<file path="src/rtl/rv_lsu_pkg.sv">
// Shared types and constants for the load/store writeback stage.
package rv_lsu_pkg;

   typedef enum logic {
      IDLE = 1'b0,
      WAIT = 1'b1
   } lsu_state_t;

   localparam logic [3:0] CAUSE_LD_MISALIGN = 4'd4;
   localparam logic [3:0] CAUSE_LD_FAULT    = 4'd5;
   localparam logic [3:0] CAUSE_ST_MISALIGN = 4'd6;
   localparam logic [3:0] CAUSE_ST_FAULT    = 4'd7;

   // funct3[1:0] gives the access size; funct3[2] selects zero-extension for loads
   localparam logic [1:0] SIZE_B = 2'b00;
   localparam logic [1:0] SIZE_H = 2'b01;
   localparam logic [1:0] SIZE_W = 2'b10;

   localparam logic [2:0] F3_LB  = 3'b000;
   localparam logic [2:0] F3_LH  = 3'b001;
   localparam logic [2:0] F3_LW  = 3'b010;
   localparam logic [2:0] F3_LBU = 3'b100;
   localparam logic [2:0] F3_LHU = 3'b101;

   function automatic logic is_misaligned(input logic [2:0] funct3, input logic [1:0] addr_lo);
      return ((funct3[1:0] == SIZE_H) && addr_lo[0]) ||
             ((funct3[1:0] == SIZE_W) && (addr_lo != 2'b00));
   endfunction

endpackage

</file>
<file path="src/rtl/rv_load_fmt.sv">
// Combinational load formatter: picks the byte/halfword lane from the bus word
// by address offset and sign- or zero-extends it to 32 bits.
module rv_load_fmt
   import rv_lsu_pkg::*;
(
   input  logic [31:0] i_rdata,
   input  logic [1:0]  i_addr_lo,
   input  logic [2:0]  i_funct3,
   output logic [31:0] o_data
);

   logic [7:0]  lane_b;
   logic [15:0] lane_h;

   always_comb begin
      lane_b = i_rdata[7:0];
      case (i_addr_lo)
         2'd0:    lane_b = i_rdata[7:0];
         2'd1:    lane_b = i_rdata[15:8];
         2'd2:    lane_b = i_rdata[23:16];
         default: lane_b = i_rdata[31:24];
      endcase
      lane_h = i_addr_lo[1] ? i_rdata[31:16] : i_rdata[15:0];

      o_data = i_rdata;
      case (i_funct3)
         F3_LB:   o_data = {{24{lane_b[7]}}, lane_b};
         F3_LBU:  o_data = {24'h0, lane_b};
         F3_LH:   o_data = {{16{lane_h[15]}}, lane_h};
         F3_LHU:  o_data = {16'h0, lane_h};
         default: o_data = i_rdata;
      endcase
   end

endmodule

</file>
<file path="src/rtl/rv_lsu.sv">
// Load/store + writeback stage: non-mem ops and traps retire 1 cycle after acceptance, bus ops 1 cycle after ack.
// o_ready drops for the whole bus transaction; the request is held until ack or timeout, even across a flush.
module rv_lsu
   import rv_lsu_pkg::*;
#(
   parameter int DADDR_SPACE_BITS = 32,
   parameter int BUS_TIMEOUT      = 0
) (
   input  logic                        i_clk,
   input  logic                        i_reset,
   input  logic                        i_flush,
   input  logic                        i_valid,
   input  logic                        i_load,
   input  logic                        i_store,
   input  logic                        i_reg_write,
   input  logic [4:0]                  i_rd,
   input  logic [31:0]                 i_result,
   input  logic [31:0]                 i_addr,
   input  logic [31:0]                 i_wdata,
   input  logic [3:0]                  i_wsel,
   input  logic [2:0]                  i_funct3,
   input  logic                        i_to_trap,
   output logic                        o_ready,
   output logic                        o_dbus_req,
   output logic                        o_dbus_we,
   output logic [DADDR_SPACE_BITS-1:0] o_dbus_addr,
   output logic [31:0]                 o_dbus_wdata,
   output logic [3:0]                  o_dbus_sel,
   input  logic                        i_dbus_ack,
   input  logic [31:0]                 i_dbus_rdata,
   output logic                        o_wb_valid,
   output logic                        o_wb_we,
   output logic [4:0]                  o_wb_rd,
   output logic [31:0]                 o_wb_data,
   output logic                        o_trap,
   output logic [3:0]                  o_trap_cause,
   output logic [31:0]                 o_trap_tval
);

   localparam int CW = (BUS_TIMEOUT > 1) ? $clog2(BUS_TIMEOUT) : 1;
   localparam logic [CW-1:0] TO_LAST = CW'((BUS_TIMEOUT > 0) ? BUS_TIMEOUT - 1 : 0);

   lsu_state_t  state_q, state_d;
   logic [CW-1:0] cnt_q, cnt_d;
   logic        flushed_q, flushed_d;
   logic [4:0]  rd_q, rd_d;
   logic [2:0]  f3_q, f3_d;
   logic [31:0] addr_q, addr_d;
   logic        ready_q, ready_d;
   logic        req_q, req_d;
   logic        we_q, we_d;
   logic [31:0] wdata_q, wdata_d;
   logic [3:0]  sel_q, sel_d;
   logic        wb_valid_q, wb_valid_d;
   logic        wb_we_q, wb_we_d;
   logic [4:0]  wb_rd_q, wb_rd_d;
   logic [31:0] wb_data_q, wb_data_d;
   logic        trap_q, trap_d;
   logic [3:0]  cause_q, cause_d;
   logic [31:0] tval_q, tval_d;

   logic [31:0] ld_data;
   logic        is_mem;
   logic        misaligned;
   logic        timeout_hit;
   logic        flush_seen;

   rv_load_fmt u_load_fmt (
      .i_rdata   (i_dbus_rdata),
      .i_addr_lo (addr_q[1:0]),
      .i_funct3  (f3_q),
      .o_data    (ld_data)
   );

   always_comb begin
      is_mem      = i_load | i_store;
      misaligned  = is_misaligned(i_funct3, i_addr[1:0]);
      timeout_hit = (BUS_TIMEOUT > 0) && (cnt_q == TO_LAST);
      flush_seen  = flushed_q | i_flush;

      state_d    = state_q;
      cnt_d      = cnt_q;
      flushed_d  = flushed_q;
      rd_d       = rd_q;
      f3_d       = f3_q;
      addr_d     = addr_q;
      ready_d    = ready_q;
      req_d      = req_q;
      we_d       = we_q;
      wdata_d    = wdata_q;
      sel_d      = sel_q;
      wb_valid_d = 1'b0;
      wb_we_d    = 1'b0;
      wb_rd_d    = wb_rd_q;
      wb_data_d  = wb_data_q;
      trap_d     = 1'b0;
      cause_d    = cause_q;
      tval_d     = tval_q;

      case (state_q)
         IDLE: begin
            if (i_valid && !i_flush) begin
               if (is_mem && !i_to_trap && !misaligned) begin
                  state_d   = WAIT;
                  ready_d   = 1'b0;
                  req_d     = 1'b1;
                  we_d      = i_store;
                  addr_d    = i_addr;
                  wdata_d   = i_wdata;
                  sel_d     = i_store ? i_wsel : 4'hF;
                  f3_d      = i_funct3;
                  rd_d      = i_rd;
                  cnt_d     = '0;
                  flushed_d = 1'b0;
               end else begin
                  wb_valid_d = 1'b1;
                  wb_rd_d    = i_rd;
                  // An upstream trap has already been reported: retire silently
                  if (!i_to_trap) begin
                     if (is_mem) begin
                        trap_d  = 1'b1;
                        cause_d = i_store ? CAUSE_ST_MISALIGN : CAUSE_LD_MISALIGN;
                        tval_d  = i_addr;
                     end else begin
                        wb_we_d   = i_reg_write && (i_rd != 5'd0);
                        wb_data_d = i_result;
                     end
                  end
               end
            end
         end
         WAIT: begin
            if (i_dbus_ack || timeout_hit) begin
               state_d   = IDLE;
               ready_d   = 1'b1;
               req_d     = 1'b0;
               flushed_d = 1'b0;
               if (!flush_seen) begin
                  wb_valid_d = 1'b1;
                  wb_rd_d    = rd_q;
                  // Ack on the limit cycle wins over the timeout
                  if (i_dbus_ack) begin
                     wb_we_d   = !we_q && (rd_q != 5'd0);
                     wb_data_d = we_q ? 32'h0 : ld_data;
                  end else begin
                     trap_d  = 1'b1;
                     cause_d = we_q ? CAUSE_ST_FAULT : CAUSE_LD_FAULT;
                     tval_d  = addr_q;
                  end
               end
            end else begin
               cnt_d     = cnt_q + 1'b1;
               flushed_d = flush_seen;
            end
         end
         default: state_d = IDLE;
      endcase
   end

   always_ff @(posedge i_clk or posedge i_reset) begin
      if (i_reset) begin
         state_q    <= IDLE;
         cnt_q      <= '0;
         flushed_q  <= 1'b0;
         rd_q       <= 5'd0;
         f3_q       <= 3'd0;
         addr_q     <= 32'h0;
         ready_q    <= 1'b1;
         req_q      <= 1'b0;
         we_q       <= 1'b0;
         wdata_q    <= 32'h0;
         sel_q      <= 4'h0;
         wb_valid_q <= 1'b0;
         wb_we_q    <= 1'b0;
         wb_rd_q    <= 5'd0;
         wb_data_q  <= 32'h0;
         trap_q     <= 1'b0;
         cause_q    <= 4'h0;
         tval_q     <= 32'h0;
      end else begin
         state_q    <= state_d;
         cnt_q      <= cnt_d;
         flushed_q  <= flushed_d;
         rd_q       <= rd_d;
         f3_q       <= f3_d;
         addr_q     <= addr_d;
         ready_q    <= ready_d;
         req_q      <= req_d;
         we_q       <= we_d;
         wdata_q    <= wdata_d;
         sel_q      <= sel_d;
         wb_valid_q <= wb_valid_d;
         wb_we_q    <= wb_we_d;
         wb_rd_q    <= wb_rd_d;
         wb_data_q  <= wb_data_d;
         trap_q     <= trap_d;
         cause_q    <= cause_d;
         tval_q     <= tval_d;
      end
   end

   assign o_ready      = ready_q;
   assign o_dbus_req   = req_q;
   assign o_dbus_we    = we_q;
   assign o_dbus_addr  = addr_q[DADDR_SPACE_BITS-1:0];
   assign o_dbus_wdata = wdata_q;
   assign o_dbus_sel   = sel_q;
   assign o_wb_valid   = wb_valid_q;
   assign o_wb_we      = wb_we_q;
   assign o_wb_rd      = wb_rd_q;
   assign o_wb_data    = wb_data_q;
   assign o_trap       = trap_q;
   assign o_trap_cause = cause_q;
   assign o_trap_tval  = tval_q;

endmodule

</file>
<file path="config.mk">
export PLATFORM = sky130hd
export DESIGN_NAME = rv_lsu
export DESIGN_NICKNAME = d
export VERILOG_FILES = /design/src/rtl/rv_lsu_pkg.sv /design/src/rtl/rv_load_fmt.sv /design/src/rtl/rv_lsu.sv
export SDC_FILE = /design/constraint.sdc
export NUM_CORES = 1
export LEC_CHECK = 0
export ABC_AREA = 1
export CAP_MARGIN = 15
export CORE_MARGIN = 2
export CORE_UTILIZATION = 40
export DETAILED_ROUTE_END_ITERATION = 8
export PLACE_DENSITY = 0.78
export SYNTH_ARGS = -nofsm -noshare
export SYNTH_HDL_FRONTEND = slang
export SYNTH_HIERARCHICAL = 1
export SYNTH_SLANG_ARGS = --single-unit
</file>
<file path="constraint.sdc">
create_clock -name i_clk -period 5.6 [get_ports i_clk]
set_input_delay 1.12 -clock i_clk [delete_from_list [all_inputs] [get_ports i_clk]]
set_output_delay 1.12 -clock i_clk [all_outputs]
set_load 0.02 [all_outputs]
</file>
==> impl_results.md <==
- PortBufs: 293
- YS warnings: 6
- CP arrival: 3750 ps
- DP Worst Slack: 1660 ps
- Initial antenna violation count: 0
- MaxCap Viol Count: 0
- Sw Ratio: 37.2%
- Crit. End Element: flip-flop
- Die X: 140 um
- Final setup TNS: 0 ps
- Synth Register Bits: 155
- Final Core Density: 61.1%
- Final clock skew: 9.02 ps
- Die area: 19,700 um2
- Largest net degree at the start of global routing: 102
- Post-synth ARST share: 100%
- Largest stage delay, worst path: 690 ps
- Post-synthesis cell area: 7440 um2
- Gpl congestion: 0.895
- RSZ-0062 raised after global routing: no
- Hold-critical path depth: 2
- Max stage delay cell, worst path: nand2_2
- Seq/Total Area, Yosys: 52.1%
- Clock tree buffer depth: 2
- Final ANT Viol Nets: 0
- Layout cells sized above 1: 4.95%
- Pleak: 5.41 nW
- Synth top area cells: dfrtp_1 52%, nand2_1 19%, nand3_1 7.5%
- Synthesized area per cell: 7.74 um2
- WS Path Type: input pin to flip-flop
- Hold-fix buffers at CTS: 0
- Synth Flop Type: dfrtp_1
- Die height: 140 um
- Post-Syn Instances: 961
- Grt total ovfl: 0
- DR vias: 7,426
- Final slew viol count: 0
- Via density: 5.08
- Post-DP HPWL: 17,300 um
- Crit path max-delay family: simple AND/OR/NAND/NOR gates
- Initial Utilization: 41.1%
- CTS Sinks: 155
- Post-synth top area cell: dfrtp_1
- Multi-input gate area in the final layout: 3030 um2
- Final Hold Fails: 0
- Tmin final: 3440 ps
- IO Pins: 296
- Critical path depth: 8
- Layout area overhead: 48.5%
- DR WL/cell: 16.6 um
- Clk_lat worst skew: 430 ps
- Pwr Total: 4.61 mW
- Area of the core: 18,100 um2
- Pint: 2.89 mW
- Comb pwr share: 38.1%
- Worst Path Max Fanout: 67
- Clock network power share: 26.5%
- Cts repair resizes: 0
- Most common cell in the netlist: nand2_1
- First-pass GRT wire length: 37,900 um
- H-tree Lvls: 4
- TritonCTS Buffers: 17
- Netlist cell types: 26
- Root Buffer: clkbuf_16
- Hold Path Class: flip-flop to flip-flop
- Site row count: 49
- Fin crit share: 61.4%
- Residual DRC count: 0
- Maximum VDD drop: 0.256 mV
- Layout net count: 1,369
- Worst path cell trace: clkdlybuf4s50_1 > inv_1 > nor2_1 > nand2_1 > nor3_4 > buf_4 > nand2_2 > o21ai_0
- Post-CTS Setup Bufs: 0
- Crit start category: input pin
- Pwr/cell area: 417 nW/um2
- Clock transition at path regs: 60 ps
- Buf+Inv Stages, Crit Path: 3
- Worst slew margin: 27.9%
- Final wirelength: 24,200 um
- GR Util All Layers: 24.5%
- DR pass1 iterations: 5
- Vias in the first global route: 7,126
- Top post-synthesis cells by count: 374 x nand2_1, 154 x dfrtp_1, 112 x nand3_1
- Reg2Reg Depth: 7
- Fmax achieved: 291 MHz
- Setup Viol. Count Final: 0
- Yosys top cell area share: 51.8%
- Outcome: finished clean
- Post-synth EDFFs: 0
- Antenna Cells: 0
- Data required time of the worst path: 5910 ps
- Fill count: 1,589
- Measured slew at the worst slew-check pin: 1080 ps
- Starting DRT DRC Count: 524
- FF+latch area: 3880 um2
- Seq pwr share: 35.4%
- CTS tree: yes
- Setup ws final: 2160 ps
- Switching pwr: 1.71 mW
[registers in the layout (all words and copies together) (netlist names)]
name,count
o_dbus_addr,32
o_dbus_wdata,32
o_trap_tval,32
o_wb_data,32
o_wb_rd,5
rd_q,5
o_dbus_sel,4
f3_q,3
o_trap_cause,2
flushed_q,1
o_dbus_req,1
o_dbus_we,1
o_ready,1
o_trap,1
o_wb_valid,1
o_wb_we,1
state_q,1
[power groups by stage]
stage | clock [mW] | combinational (mW) | sequential (mW)
2_1_floorplan | 0 | 0.569 | 1.96
3_3_place_gp | 0 | 1.73 | 1.64
3_5_place_dp | 0 | 1.76 | 1.64
4_1_cts | 1.24 | 1.76 | 1.63
5_1_grt | 1.29 | 1.89 | 1.67
6_report | 1.22 | 1.76 | 1.63
[metal layers]
layer	global-route usage [%]	wire, um	part of all wire (%)
met5	0	0	0
met4	8.61	571	2.4
met3	8.24	2340	9.7
met2	39.5	11500	48
met1	30.8	9780	40
[layout by cell type, fill, tap and decap left out]
cell type and n:
or2_2 1, nor3_4 1, o211ai_1 3, buf_8 1
o21ai_1 40, o21ai_0 65, nor3_1 1, nor2_4 1
clkinvlp_4 2, nand2_1 374, or2_1 1, inv_2 5
inv_1 50, nand2_2 3, nand3_1 112, buf_4 9
inv_6 6, nor2_2 1, nand3_2 3, nand3_4 1
dfrtp_1 154, nor2_1 41, bufinv_16 2, nand2_4 1
clkdlybuf4s50_1 293, dfstp_2 1, nand4_1 36, clkbuf_16 17
clkinv_4 1, inv_8 2, conb_1 2, clkinv_8 3
[logic make-up after synthesis]
logic type             Yosys count  synth area share [%]
AOI/OAI and AO/OA              108                  7.36
buffers and inverters          120                  7.28
DFF                            155                  52.1
other                            1                0.0504
and+or+nand+nor                577                  33.2
[worst min-delay path, stage by stage, from the launching register on]
cell and delay [ps]:
dfstp_2 370, nand2_1 50, nand2_1 50
[cell type report]
type                            instances  area share (%)
Clock buffer                           17            3.85
Sequential cell                       155            35.1
Multi-Input combinational cell        687            27.4
Timing Repair Buffer                  303            27.3
Tap cell                              229            2.59
Clock inverter                         15            1.80
Inverter                               56            1.95
[per-stage QoR]
stage / instances / cell area [um2] / hold WS, ps
after detailed placement: 1430 / 10400 / 458
after CTS: 1462 / 11000 / 474
after global routing: 1462 / 11000 / 495
final: 1462 / 11000 / 469
after global placement: 1429 / 10400 / 453
after floorplan: 962 / 7440 / 472
[worst paths after layout]
check / end / slack [ps] / start
worst min-delay path: o_ready$_DFFE_PP1P_ / 470 / o_ready$_DFFE_PP1P_
worst min register to register: o_ready$_DFFE_PP1P_ / 470 / o_ready$_DFFE_PP1P_
min in group asynchronous: o_trap_tval[11]$_DFFE_PP0P_ / 1070 / i_reset
max in group asynchronous: o_wb_data[18]$_DFFE_PP0P_ / 3390 / i_reset
worst max register to register: o_trap_tval[13]$_DFFE_PP0P_ / 2260 / state_q$_DFF_PP0_
worst max-delay path: o_trap_tval[13]$_DFFE_PP0P_ / 2160 / i_valid
Note: power is estimated with default switching activity, not from simulation.
==> patch 1: new RTL, same flow settings <==
`DADDR_SPACE_BITS`: 32 -> 28.
--- a/src/rtl/rv_lsu.sv
+++ b/src/rtl/rv_lsu.sv
@@ -3,7 +3,7 @@
 module rv_lsu
    import rv_lsu_pkg::*;
 #(
-   parameter int DADDR_SPACE_BITS = 32,
+   parameter int DADDR_SPACE_BITS = 28,
    parameter int BUS_TIMEOUT      = 0
 ) (
    input  logic                        i_clk,
Ports: changed (resized o_dbus_addr); port bits go from 296 to 292. No check against the original RTL was run, so the function may have changed too.
==> patch 1 against the unedited design <==
Area after synthesis decreased by 1.1%; design area down 2.0%; largest power group unchanged; count of clock-buffer cells in the layout is the same; sequential cell count fell by 4; setup slack worse by 190 ps; sequential share of layout area shrank 0.19 points; routed wire length is 1.8% lower; critical path type unchanged; highest routed layer is now met5; total power is 2.4% lower.
==> patch 1: results (changes against the unedited design) <==
peak supply drop - 238 uV (was 256 uV)
First-pass DRT Iterations - 5 (unchanged)
Seq area share - 0.349 (was 0.351)
vias in the first global route - 6,962 (was 7,126)
hpwl dp - 17,200 um (was 17,300 um)
leakage - 5.30 nW (was 5.41 nW)
initial antenna violation count - 1 (was 0)
invs w/o clock - 53 (was 56)
multi-input combinational cell count - 685 (was 687)
IO buf count - 289 (was 293)
ys async rst share - 1.00 (unchanged)
ratio of cells with drive above 1 in the final layout - 0.0485 (was 0.0495)
nets@finish - 1,353 (was 1,369)
number of non-clock buffers - 296 (was 303)
FF-to-FF path depth - 5 (was 7)
skew final - 8.58 ps (was 9.02 ps)
r2r setup slk - 2910 ps (was 2260 ps)
final WL - 23,800 um (was 24,200 um)
Synth warnings - 6 (unchanged)
Distinct cells, synth - 28 (was 26)
Clk pin slew, worst setup/hold paths - 60 ps (about the same)
first-pass GRT wire length - 37,300 um (was 37,900 um)
synthesis-to-layout area growth - 47.1% (was 48.5%)
Hold Startpoint - o_dbus_wdata[24] (was o_ready)
reg2reg start - state_q (unchanged)
Area contributors post-synth - dfrtp_1 (51%), nand2_1 (19%), nand3_1 (7.5%) (was dfrtp_1 (52%), nand2_1 (19%), nand3_1 (7.5%))
#FFs+latches synth - 151 (was 155)
fillers - 1,636 (was 1,589)
largest net degree at the start of global routing - 118 (was 102)
crit path max fanout - 115 (was 67)
DR iter-0 viols - 480 (was 524)
CP Launch Point - i_store (was i_valid)
Hold WS - 472 ps (was 469 ps)
Data buffer area share - 0.273 (about the same)
Root Buffer - clkbuf_16 (unchanged)
Vias/cell - 5.05 (was 5.08)
final RePlAce weighted congestion - 0.879 (was 0.895)
placed inst area - 10,200 um2 (was 10,400 um2)
Pint - 2.79 mW (was 2.89 mW)
critical path arrival - 3940 ps (was 3750 ps)
commonest cells in the synthesized netlist - nand2_1 (379), dfrtp_1 (150), nand3_1 (110), o21ai_0 (86), inv_1 (51) (was nand2_1 (374), dfrtp_1 (154), nand3_1 (112), o21ai_0 (65), inv_1 (51))
clk_buf instances - 17 (unchanged)
Multi-input gate area - 3040 um2 (was 3030 um2)
Worst-Margin Slew - 1100 ps (was 1080 ps)
Worst-Skew Late Latency - 430 ps (about the same)
hold path depth - 2 (unchanged)
total track usage - 0.243 (was 0.245)
status - completed (unchanged)
R2R Path End - rd_q[0] (was o_trap_tval[13])
register area share after synthesis - 0.514 (was 0.521)
ANT cells - 0 (unchanged)
hold endpoint - o_dbus_wdata[24] (was o_ready)
Mapped Area - 7360 um2 (was 7440 um2)
Clock-cell share - 0.0518 (was 0.0565)
-- patch 1: cell types whose count changed in the layout (fill, tap and decap cells not counted), sizes merged, moves of 2 or more --
cell / unedited run / this run
dfrtp: 154 / 150
clkdlybuf4s50: 293 / 289
buf: 10 / 7
nand2: 378 / 383
o21ai: 105 / 98
clkinv: 4 / 6
inv: 63 / 61
bufinv: 2 / 0
-- patch 1: metrics by stage --
stage	cells	setup slack, ps	utilization
6_report	1446	1970	0.600
5_1_grt	1446	1620	0.600
4_1_cts	1445	1920	0.600
3_5_place_dp	1413	1450	0.569
3_3_place_gp	1413	1570	0.569
2_1_floorplan	951	417	-
-- patch 1: metal layers --
metal,track usage,vias to the layer above,wire (um)
met2,0.392,312,11100
met3,0.0912,50,2440
li1,-,3561,-
met1,0.296,3375,9490
met4,0.0963,2,771
met5,0,-,13
-- patch 1: critical path, stage by stage --
cell             delay, ps
clkdlybuf4s50_1        470
nor2_1                 100
nor2_2                 180
inv_1                  100
nor2_4                 660
nand2_4                820
o21ai_0                450
-- patch 1: power by group through the flow --
stage | clock network [mW] | logic, mW | registers (mW)
after floorplan | 0 | 0.585 | 1.94
after global placement | 0 | 1.77 | 1.61
after detailed placement | 0 | 1.80 | 1.61
after CTS | 1.12 | 1.80 | 1.61
after global routing | 1.17 | 1.94 | 1.64
final | 1.10 | 1.79 | 1.61
-- patch 1: logic make-up (layout without fill, tap and decap cells) --
kind of cell	after synthesis	after routing	share of synthesized area
and+or+nand+nor	581	581	0.340
other	1	2	0.000510
AOI/OAI and AO/OA	101	101	0.0697
DFF	151	151	0.514
xor gates and xnor gates	1	1	0.00221
buffers and inverters	115	381	0.0738
==> patch 2: new RTL, same flow settings <==
Made on the original files. Take the reset off `rd_q`, `addr_q`, `wdata_q`, `wb_data_q` and `tval_q` and load them in a clocked block of their own.
--- a/src/rtl/rv_lsu.sv
+++ b/src/rtl/rv_lsu.sv
@@ -162,41 +162,39 @@
          state_q    <= IDLE;
          cnt_q      <= '0;
          flushed_q  <= 1'b0;
-         rd_q       <= 5'd0;
          f3_q       <= 3'd0;
-         addr_q     <= 32'h0;
          ready_q    <= 1'b1;
          req_q      <= 1'b0;
          we_q       <= 1'b0;
-         wdata_q    <= 32'h0;
          sel_q      <= 4'h0;
          wb_valid_q <= 1'b0;
          wb_we_q    <= 1'b0;
          wb_rd_q    <= 5'd0;
-         wb_data_q  <= 32'h0;
          trap_q     <= 1'b0;
          cause_q    <= 4'h0;
-         tval_q     <= 32'h0;
       end else begin
          state_q    <= state_d;
          cnt_q      <= cnt_d;
          flushed_q  <= flushed_d;
-         rd_q       <= rd_d;
          f3_q       <= f3_d;
-         addr_q     <= addr_d;
          ready_q    <= ready_d;
          req_q      <= req_d;
          we_q       <= we_d;
-         wdata_q    <= wdata_d;
          sel_q      <= sel_d;
          wb_valid_q <= wb_valid_d;
          wb_we_q    <= wb_we_d;
          wb_rd_q    <= wb_rd_d;
-         wb_data_q  <= wb_data_d;
          trap_q     <= trap_d;
          cause_q    <= cause_d;
-         tval_q     <= tval_d;
       end
+   end
+
+   always_ff @(posedge i_clk) begin
+      rd_q      <= rd_d;
+      addr_q    <= addr_d;
+      wdata_q   <= wdata_d;
+      wb_data_q <= wb_data_d;
+      tval_q    <= tval_d;
    end
 
    assign o_ready      = ready_q;
Check against the original RTL: not equivalent (a bounded check fails within 4 cycles, from zero or initial values and one cycle with i_reset high).
==> patch 2 against the unedited design <==
Area after synthesis decreased by 13%; maximum frequency increased by 7.5%; routed wire length decreased by 24%; synthesized cell count decreased by 40%; clock skew decreased by 2.3 ps; critical endpoint is now o_dbus_addr[20]; largest cell class unchanged; design area decreased by 8.4%; sequential share of layout area increased by 9.8 points; hold slack improved by 7.5 ps; setup slack improved by 240 ps; sequential cell count unchanged.
Power is not compared: it rests on default switching activity, and its combinational part moved more than twofold at a synthesized area within 25%.
==> patch 2: results (changes against the unedited design) <==
status - completed (unchanged)
skew final - 6.72 ps (was 9.02 ps)
register area share after synthesis - 0.700 (was 0.521)
pre-CTS WS - 1920 ps (was 1660 ps)
Top FF cell, synth - edfxtp_1 (was dfrtp_1)
commonest cells in the synthesized netlist - nand2_1 (185), edfxtp_1 (133), nand3_1 (87), nor2_1 (38), inv_1 (25) (was nand2_1 (374), dfrtp_1 (154), nand3_1 (112), o21ai_0 (65), inv_1 (51))
placed instance count - 1,067 (was 1,430)
Final period util - 0.571 (was 0.614)
r2r setup slk - 2620 ps (was 2260 ps)
Via Count - 5,263 (was 7,426)
final RePlAce weighted congestion - 0.880 (was 0.895)
Hold Startpoint - o_trap_cause[2] (was o_ready)
DR iter-0 viols - 458 (was 524)
placed inst area - 9580 um2 (was 10,400 um2)
critical path's largest stage delay - 560 ps (was 690 ps)
critical path arrival - 3250 ps (was 3750 ps)
Synth Instances - 578 (was 961)
nets@finish - 1,019 (was 1,369)
first-pass GRT wire length - 28,000 um (was 37,900 um)
hold endpoint - o_trap_cause[2] (was o_ready)
Distinct cells, synth - 29 (was 26)
ratio of cells with drive above 1 in the final layout - 0.0747 (was 0.0495)
total track usage - 0.211 (was 0.245)
fillers - 1,275 (was 1,589)
final WL - 18,300 um (was 24,200 um)
R2R Path End - o_dbus_addr[20] (was o_trap_tval[13])
hpwl dp - 13,600 um (was 17,300 um)
WL per Instance - 16.7 um (was 16.6 um)
[patch 2: power by group through the flow]
stage	Sequential [mW]	Clock [mW]	Combinational [mW]
6_report	1.35	1.05	0.561
5_1_grt	1.36	1.12	0.612
4_1_cts	1.35	1.07	0.562
3_5_place_dp	1.37	0	0.559
3_3_place_gp	1.37	0	0.553
2_1_floorplan	1.42	0	0.253
[patch 2: routing by layer]
metal | part of all wire | vias up | GRT usage
li1 | - | 2571 | -
met4 | 0.026 | 0 | 0.0851
met3 | 0.073 | 36 | 0.0498
met5 | 0 | - | 0
met1 | 0.41 | 2401 | 0.264
met2 | 0.49 | 255 | 0.354
[patch 2: tightest hold or removal path, cell delays in order (launching register included)]
cell	delay [ps]
dfrtp_1	350
inv_1	40
nand2_1	50
[patch 2: worst max-delay path by stage]
stage / end / depth (start not counted) / start
6_report: o_dbus_addr[20] / 8 / i_funct3[0]
2_1_floorplan: o_wb_data[0] / 5 / i_store
5_1_grt: o_dbus_addr[6] / 7 / i_flush
3_3_place_gp: o_dbus_wdata[29] / 8 / i_valid
3_5_place_dp: o_dbus_wdata[16] / 7 / i_flush
4_1_cts: o_dbus_wdata[11] / 7 / i_flush
[patch 2: layout make-up]
class,instances,share of cell area
multi-input combinational,368,0.166
inverter,30,0.0112
timing repair buffer,298,0.293
clock buffer,18,0.0424
clock inverter,14,0.0111
sequential,155,0.449
tap,216,0.0267
[patch 2: metrics by stage]
stage | util | hold WS [ps]
6_report | 0.637 | 476
4_1_cts | 0.637 | 482
3_3_place_gp | 0.603 | 458
3_5_place_dp | 0.603 | 456
5_1_grt | 0.637 | 516
2_1_floorplan | - | 472
[patch 2: cells by family (layout without fill, tap and decap cells)]
| family | count (synthesis) | count (layout) | synth area share |
|---|---|---|---|
| compound gates | 35 | 35 | 0.0320 |
| buf+inv | 56 | 360 | 0.0435 |
| flops | 155 | 155 | 0.700 |
| other cells | 1 | 2 | 0.000577 |
| simple gates | 331 | 331 | 0.224 |
